File: src/rtl/ram_s2p_stream_reader.sv
// ram_s2p_stream_reader: burst read master for the simple dual-port RAM.
// Takes a (start address, length) command, drives the RAM's registered read
// port and streams the words out on a valid/ready interface through a
// 2-entry skid FIFO with full backpressure.
// Optional macro RAM_S2P_STREAM_READER_LAST_EN adds m_last_o marking the
// final word of each burst.
module ram_s2p_stream_reader #(
  parameter int BYTE_WIDTH    = 8,
  parameter int BYTES_IN_WORD = 4,
  parameter int WORD_COUNT    = 256,
  localparam int ADDR_WIDTH   = $clog2(WORD_COUNT),
  localparam int WORD_WIDTH   = BYTE_WIDTH * BYTES_IN_WORD,
  localparam int LEN_WIDTH    = ADDR_WIDTH + 1
) (
  input  logic                  clk_i,
  input  logic                  rstn_i,
  input  logic                  cmd_valid_i,
  output logic                  cmd_ready_o,
  input  logic [ADDR_WIDTH-1:0] cmd_addr_i,
  input  logic [LEN_WIDTH-1:0]  cmd_len_i,
  output logic [ADDR_WIDTH-1:0] ram_addr_b_o,
  input  logic [WORD_WIDTH-1:0] ram_data_b_i,
  output logic                  m_valid_o,
  input  logic                  m_ready_i,
  output logic [WORD_WIDTH-1:0] m_data_o,
`ifdef RAM_S2P_STREAM_READER_LAST_EN
  output logic                  m_last_o,
`endif
  output logic                  busy_o
);

  typedef enum logic [1:0] {IDLE, READ, DRAIN} state_e;

  state_e                state_q, state_d;
  logic [ADDR_WIDTH-1:0] addr_q;
  logic [LEN_WIDTH-1:0]  remain_q;
  logic                  inflight_q;
  logic [WORD_WIDTH-1:0] fifoMem_q [2];
  logic                  wrPtr_q, rdPtr_q;
  logic [1:0]            count_q;

  logic                  accept;
  logic                  issue;
  logic                  push;
  logic                  pop;
  logic [2:0]            occupancy;
  logic [ADDR_WIDTH-1:0] nextAddr;
  logic                  lastIssue;

  assign accept    = cmd_valid_i && cmd_ready_o;
  assign push      = inflight_q;
  assign pop       = (count_q != 2'd0) && m_ready_i;
  // Words held or about to land, minus the one leaving this cycle; a new read
  // may only issue when this leaves room for it in the 2-entry FIFO.
  assign occupancy = {1'b0, count_q} + {2'b00, inflight_q} - {2'b00, pop};
  assign nextAddr  = (addr_q == ADDR_WIDTH'(WORD_COUNT - 1)) ? '0 : addr_q + ADDR_WIDTH'(1);
  assign lastIssue = (remain_q == LEN_WIDTH'(1));

  assign ram_addr_b_o = addr_q;
  assign m_valid_o    = (count_q != 2'd0);
  assign m_data_o     = fifoMem_q[rdPtr_q];

  // State register.
  always_ff @(posedge clk_i or negedge rstn_i) begin
    if (!rstn_i) state_q <= IDLE;
    else         state_q <= state_d;
  end

  // Next-state logic: DRAIN exits in the cycle the last word pops.
  always_comb begin
    state_d = state_q;
    case (state_q)
      IDLE:  if (accept && (cmd_len_i != '0)) state_d = READ;
      READ:  if ((remain_q == '0) || (issue && lastIssue)) state_d = DRAIN;
      DRAIN: if (!inflight_q && ((count_q == 2'd0) || ((count_q == 2'd1) && pop)))
               state_d = IDLE;
      default: state_d = IDLE;
    endcase
  end

  // FSM outputs, including the read-issue credit check.
  always_comb begin
    cmd_ready_o = 1'b0;
    busy_o      = 1'b1;
    issue       = 1'b0;
    case (state_q)
      IDLE: begin
        cmd_ready_o = 1'b1;
        busy_o      = 1'b0;
      end
      READ:  issue = (remain_q != '0) && (occupancy < 3'd2);
      default: ;
    endcase
  end

  // Burst address/length tracking; the address wraps at the RAM depth.
  always_ff @(posedge clk_i or negedge rstn_i) begin
    if (!rstn_i) begin
      addr_q     <= '0;
      remain_q   <= '0;
      inflight_q <= 1'b0;
    end else begin
      inflight_q <= issue;
      if (accept && (cmd_len_i != '0)) begin
        addr_q   <= cmd_addr_i;
        remain_q <= cmd_len_i;
      end else if (issue) begin
        addr_q   <= nextAddr;
        remain_q <= remain_q - LEN_WIDTH'(1);
      end
    end
  end

  // Capture FIFO: RAM data lands the cycle after its address was presented.
  always_ff @(posedge clk_i or negedge rstn_i) begin
    if (!rstn_i) begin
      fifoMem_q[0] <= '0;
      fifoMem_q[1] <= '0;
      wrPtr_q      <= 1'b0;
      rdPtr_q      <= 1'b0;
      count_q      <= 2'd0;
    end else begin
      if (push) begin
        fifoMem_q[wrPtr_q] <= ram_data_b_i;
        wrPtr_q            <= ~wrPtr_q;
      end
      if (pop) rdPtr_q <= ~rdPtr_q;
      case ({push, pop})
        2'b10:   count_q <= count_q + 2'd1;
        2'b01:   count_q <= count_q - 2'd1;
        default: count_q <= count_q;
      endcase
    end
  end

`ifdef RAM_S2P_STREAM_READER_LAST_EN
  logic inflightLast_q;
  logic fifoLast_q [2];

  // Last-word flag travels alongside its data through the read pipe and FIFO.
  always_ff @(posedge clk_i or negedge rstn_i) begin
    if (!rstn_i) begin
      inflightLast_q <= 1'b0;
      fifoLast_q[0]  <= 1'b0;
      fifoLast_q[1]  <= 1'b0;
    end else begin
      inflightLast_q <= issue && lastIssue;
      if (push) fifoLast_q[wrPtr_q] <= inflightLast_q;
    end
  end

  assign m_last_o = m_valid_o && fifoLast_q[rdPtr_q];
`endif

`ifndef SYNTHESIS
  cmdValidKnown: assert property (@(posedge clk_i) disable iff (!rstn_i)
    !$isunknown(cmd_valid_i));
  cmdFieldsKnown: assert property (@(posedge clk_i) disable iff (!rstn_i)
    cmd_valid_i |-> !$isunknown({cmd_addr_i, cmd_len_i}));
  cmdLenLegal: assert property (@(posedge clk_i) disable iff (!rstn_i)
    (cmd_valid_i && cmd_ready_o) |-> (cmd_len_i <= LEN_WIDTH'(WORD_COUNT)));
  dataStable: assert property (@(posedge clk_i) disable iff (!rstn_i)
    (m_valid_o && !m_ready_i) |=> $stable(m_data_o));
`endif

endmodule

File: config.mk
export PLATFORM = sky130hd
export DESIGN_NAME = ram_s2p_stream_reader
export DESIGN_NICKNAME = d
export VERILOG_FILES = /design/src/rtl/ram_s2p_stream_reader.sv
export SDC_FILE = /design/constraint.sdc
export NUM_CORES = 1
export LEC_CHECK = 0
export CAP_MARGIN = 20
export CORE_MARGIN = 5
export CORE_UTILIZATION = 40
export DETAILED_ROUTE_END_ITERATION = 8
export GPL_TIMING_DRIVEN = 1
export PLACE_DENSITY = 0.66
export SYNTH_ARGS = -nofsm -noshare
export SYNTH_HDL_FRONTEND = slang
export SYNTH_SLANG_ARGS = --single-unit
File: constraint.sdc
create_clock -name clk_i -period 3.2 [get_ports clk_i]
set_input_delay 0.64 -clock clk_i [delete_from_list [all_inputs] [get_ports clk_i]]
set_output_delay 0.64 -clock clk_i [all_outputs]
set_load 0.05 [all_outputs]
# Yosys cells after proc, flatten, opt, wreduce, memory -nomap -nowiden
# Cells that the tools add are included.
# totals
regBits	88
input_bits	53
output_inout_bits	43
elab_cells	72
# op_classes
addsub	6
order_cmp	4
eq_ne	10
mux	19
bitwise_logic	4
reduce_logical	20
# ops
operator	n
$mux 32	4
$bwmux 64	1
$demux 32 s1	1
$mux 8	3
$mux 9	2
$reduce_bool 9->1	2
$eq 9x1->1 const B	1
$logic_not 9->1	1
$sub 9x1->9 const B	1
$add 8x1->8 const B	1
$eq 8x8->1 const B	1
$logic_and 1x1->1	8
$eq 2x1->1 const B	3
$mux 2	3
$ne 2x2->1 const B	3
$pmux 2 s3	1
$reduce_bool 2->1	3
$eq 2x2->1 const B	2
$ge 2x2->1 const B	2
$logic_not 2->1	2
$not 1->2	2
$pmux 2 s2	1
$add 2x1->3	1
$lt 3x2->1 const B	1
other kinds (9)	13

# Depth between registers and ports, before layout
# depth
ltp_word	10
depth_mapped	14
ltp_nobuf	12

# Worst setup path after synthesis
# Ideal clock, no wire load.
# synth_timing
kind	register -> register
from	register count_q[1]
to	register remain_q[8]
t_arrival_ps	3046
setup_slack_ps	34
stages_incl_launch_ff	14
path_buffers	2
path_cell_list	dfrtp_1 > inv_1 > ha_1 > nand2b_1 > clkbuf_1 > xnor2_1 > nand2b_1 > fa_1 > xnor2_1 > and4b_1 > nand2b_1 > buf_6 > or4_2 > a31o_2
# synth_via
elab_chain_len	7
elab_cells_between_ends	8
cone_classes	add/sub (2); order compare (1); mux (1); reduce/logical (4)
# synth_lines
element	line_no	rtl
start, declared	40	logic [1:0] count_q;
start signal, assigned	129	2'b10: count_q <= count_q + 2'd1;
start signal, assigned	130	2'b01: count_q <= count_q - 2'd1;
start signal, assigned	131	default: count_q <= count_q;
branches (longest 2 deep; another with $add 2x1->3)	--	
$sub 3x1->3 (*)	55	assign occupancy = {1'b0, count_q} + {2'b00, inflight_q} - {2'b00, pop};
$lt 3x2->1 (*)	91	READ: issue = (remain_q != '0) && (occupancy < 3'd2);
$logic_and 1x1->1 (*)	91	
$mux 1 (*)	86	case (state_q)
$reduce_bool 2->1 (no source line) (*)	--	
end signal, assigned	106	remain_q <= cmd_len_i;
end signal, assigned	109	remain_q <= remain_q - LEN_WIDTH'(1);
end, declared	36	logic [LEN_WIDTH-1:0] remain_q;
# Mark *: on every way between the ends.
# A chain may end at the register's enable or synchronous reset.

# Worst setup path after layout
# layout_timing
from	input port m_ready_i
to	register remain_q[8]
# layout_via
elab_chain_len	6
# layout_lines
element	line_no	rtl
start, declared	24	input logic m_ready_i,
$logic_and 1x1->1	52	assign pop = (count_q != 2'd0) && m_ready_i;
$sub 3x1->3	55	
$lt 3x2->1	91	
$logic_and 1x1->1	91	
$mux 1	86	
$reduce_bool 2->1 (no source line)	--	
# No other way between the ends.

==> impl_metrics.tcl <==
set metrics [dict create \
    status "completed" \
    avgRoutedWirePerCell_um 16.14 \
    drc_errors 0 \
    num_rows 37 \
    gp_congestion 0.8086 \
    htree_levels 3 \
    dp_hpwl_um 6603 \
    fmax_ghz 0.3385 \
    synth.distinct_cells 48 \
    drt_iter0_markers 83 \
    cp_max_fo 2 \
    antenna_found_initial 0 \
    yosysMostFrequentCell "mux2_2" \
    final_core_util 0.5382 \
    cap_viol_max_count 0 \
    clkSinkCount 88 \
    tightest_slew_ps 509.4 \
    vias_per_cell 5.117 \
    slew_violations 0 \
    grt_overflow_total 0 \
    synth_top_cells_by_area "dfrtp_1 52%, mux2_2 25%, o21ai_0 1.9%" \
    avgSynthCellArea_um2 12.72 \
    synth_area_um2 4248 \
    crit_required_ps 3430 \
    cts-root-buf "clkbuf_8" \
    min_path_type "in2async" \
    pre_cts_slack_ps -108.9 \
    dr_total_vias 2963 \
    grt_max_degree 89 \
    cts_tree "yes" \
    ys_ff_latch 88 \
    finalHoldViolCount 0 \
    worst_slack_ps 246.1 \
    portBuffers 95 \
    period_minus_slack_ps 2954 \
    worstReg2RegStart "count_q[0]" \
    met1Wirelength_um 4123 \
    relSlewSlack 0.6593 \
    finClkSkew_ps 17.81 \
    yosys.area.top_type "dfrtp_1" \
    fp.dieArea_um2 12780 \
    crit_path_start "m_ready_i" \
    timing.hold.ws_ps 199.2 \
    insertedDiodeCount 0 \
    fp.dieW_um 113.1 \
    rsz0062_at_grt "no" \
    design.core.area_um2 10320 \
    dr.pass1.iters 4 \
    postRouteAntennaNets 0 \
    synth_cells 334 \
    synth.top_cell.area_share 0.5184 \
    ctsHoldBuffers 0 \
    route.met2.wl_um 4809 \
    top_layer_used "met4" \
    area_delta_synth_final_pct 30.81 \
    ys_warn_count 0 \
    synth-edff-count 0 \
    wl_met3_um 297 \
    clock_path_buffers 2 \
    drive_gt1_frac 0.3883 \
    clkTransAtPathRegs_ps 90 \
    grt_pass1_wl_um 15880 \
    cts_resized 0 \
    yosysSeqAreaShare 0.5184 \
    synthTopCellsByCount "96 x mux2_2, 88 x dfrtp_1, 20 x nand2_1" \
    cts_setup_buffers 0 \
    startpoint_type "primary input" \
    grt_pass1_vias 3238 \
    worstSetupPathType "in2reg" \
    setup_violations 0 \
    end_kind "flip-flop" \
    fin_nets 499 \
    synthFlopType "dfrtp_1" \
    boundaryPins 96 \
    arrival_ps 3180 \
    cts_made_buffers 9 \
    grt_use_total 0.1542 \
    clkLatencyLatePin_ps 350 \
    async_reset_ff_frac 1.000 \
    syn-num-nets 394 \
    routed_wl_um 9344 \
    period_share 0.9231 \
    start_util 0.4115 \
    die_y_um 113.1 \
]
==> cell families (layout without fill, tap and decap cells) <==
logic type / Yosys count / after routing / share of synthesized area
AOI/OAI and AO/OA: 40 / 40 / 0.06598
DFF: 88 / 88 / 0.5184
adders and majority gates: 7 / 7 / 0.02239
buffers and inverters: 27 / 136 / 0.03093
muxes: 96 / 96 / 0.2545
xor gates and xnor gates: 8 / 8 / 0.01650
and+or+nand+nor: 68 / 68 / 0.09131
==> through the flow <==
stage                     area (um2)  TNS, ps  cells
after floorplan                 4248        0    334
after global placement          5313   -70.14    563
after detailed placement        5313   -228.6    563
after CTS                       5529        0    578
after global routing            5557        0    579
final                           5557        0    579
==> path summary, 6_finish.rpt <==
check / end / slack (ps) / cells past startpoint
hold / removal: ram_addr_b_o[3] / 200 / 1
max in group asynchronous: fifoMem_q[34] / 2380 / 2
setup / recovery: remain_q[8] / 250 / 10
min in group clk_i: remain_q[7] / 470 / 1
hold reg to reg: remain_q[7] / 470 / 1
setup reg to reg: remain_q[8] / 260 / 11
==> layout make-up <==
cell class	count	area (um2)
Fill cell	923	4767
Sequential cell	88	2202
Timing Repair Buffer	111	1008
Multi-Input combinational cell	219	1922
Clock buffer	9	123.9
Clock inverter	6	92.59
Inverter	10	37.54
Tap cell	136	170.2
==> layer usage <==
| layer | GRT usage | vias up |
|---|---|---|
| met2 | 0.2674 | 54 |
| met5 | 0 | - |
| li1 | - | 1409 |
| met1 | 0.1951 | 1492 |
| met3 | 0.03048 | 8 |
| met4 | 0.04567 | 0 |
==> placed cells by master (no fill, tap or decap), drive strengths merged, types with 6 or more instances in the layout <==
cell            n
buf            49
clkbuf          9
clkdlybuf4s50  62
dfrtp          88
ha              6
inv            11
mux2           96
nand2          20
nand3           6
nor2            9
o21ai          16
or3             7
xnor2           7
==> state kept, by name (all words and copies together) (netlist names) <==
register and count:
fifoMem_q 64, remain_q 9, ram_addr_b_o 8, count_q 2, state_q 2, inflight_q 1
rdPtr_q 1, wrPtr_q 1
==> worst max-delay path, stage by stage <==
cell and delay (ps):
clkdlybuf4s50_1 480, nand2b_1 90, xnor2_1 140, nand2b_1 160
fa_1 390, xnor2_1 180, and4b_1 230, nand2b_1 70
or4_2 530, a31o_2 260
Power is not shown: default switching activity piles up to over one toggle a cycle in this logic, so the estimate is an artifact.
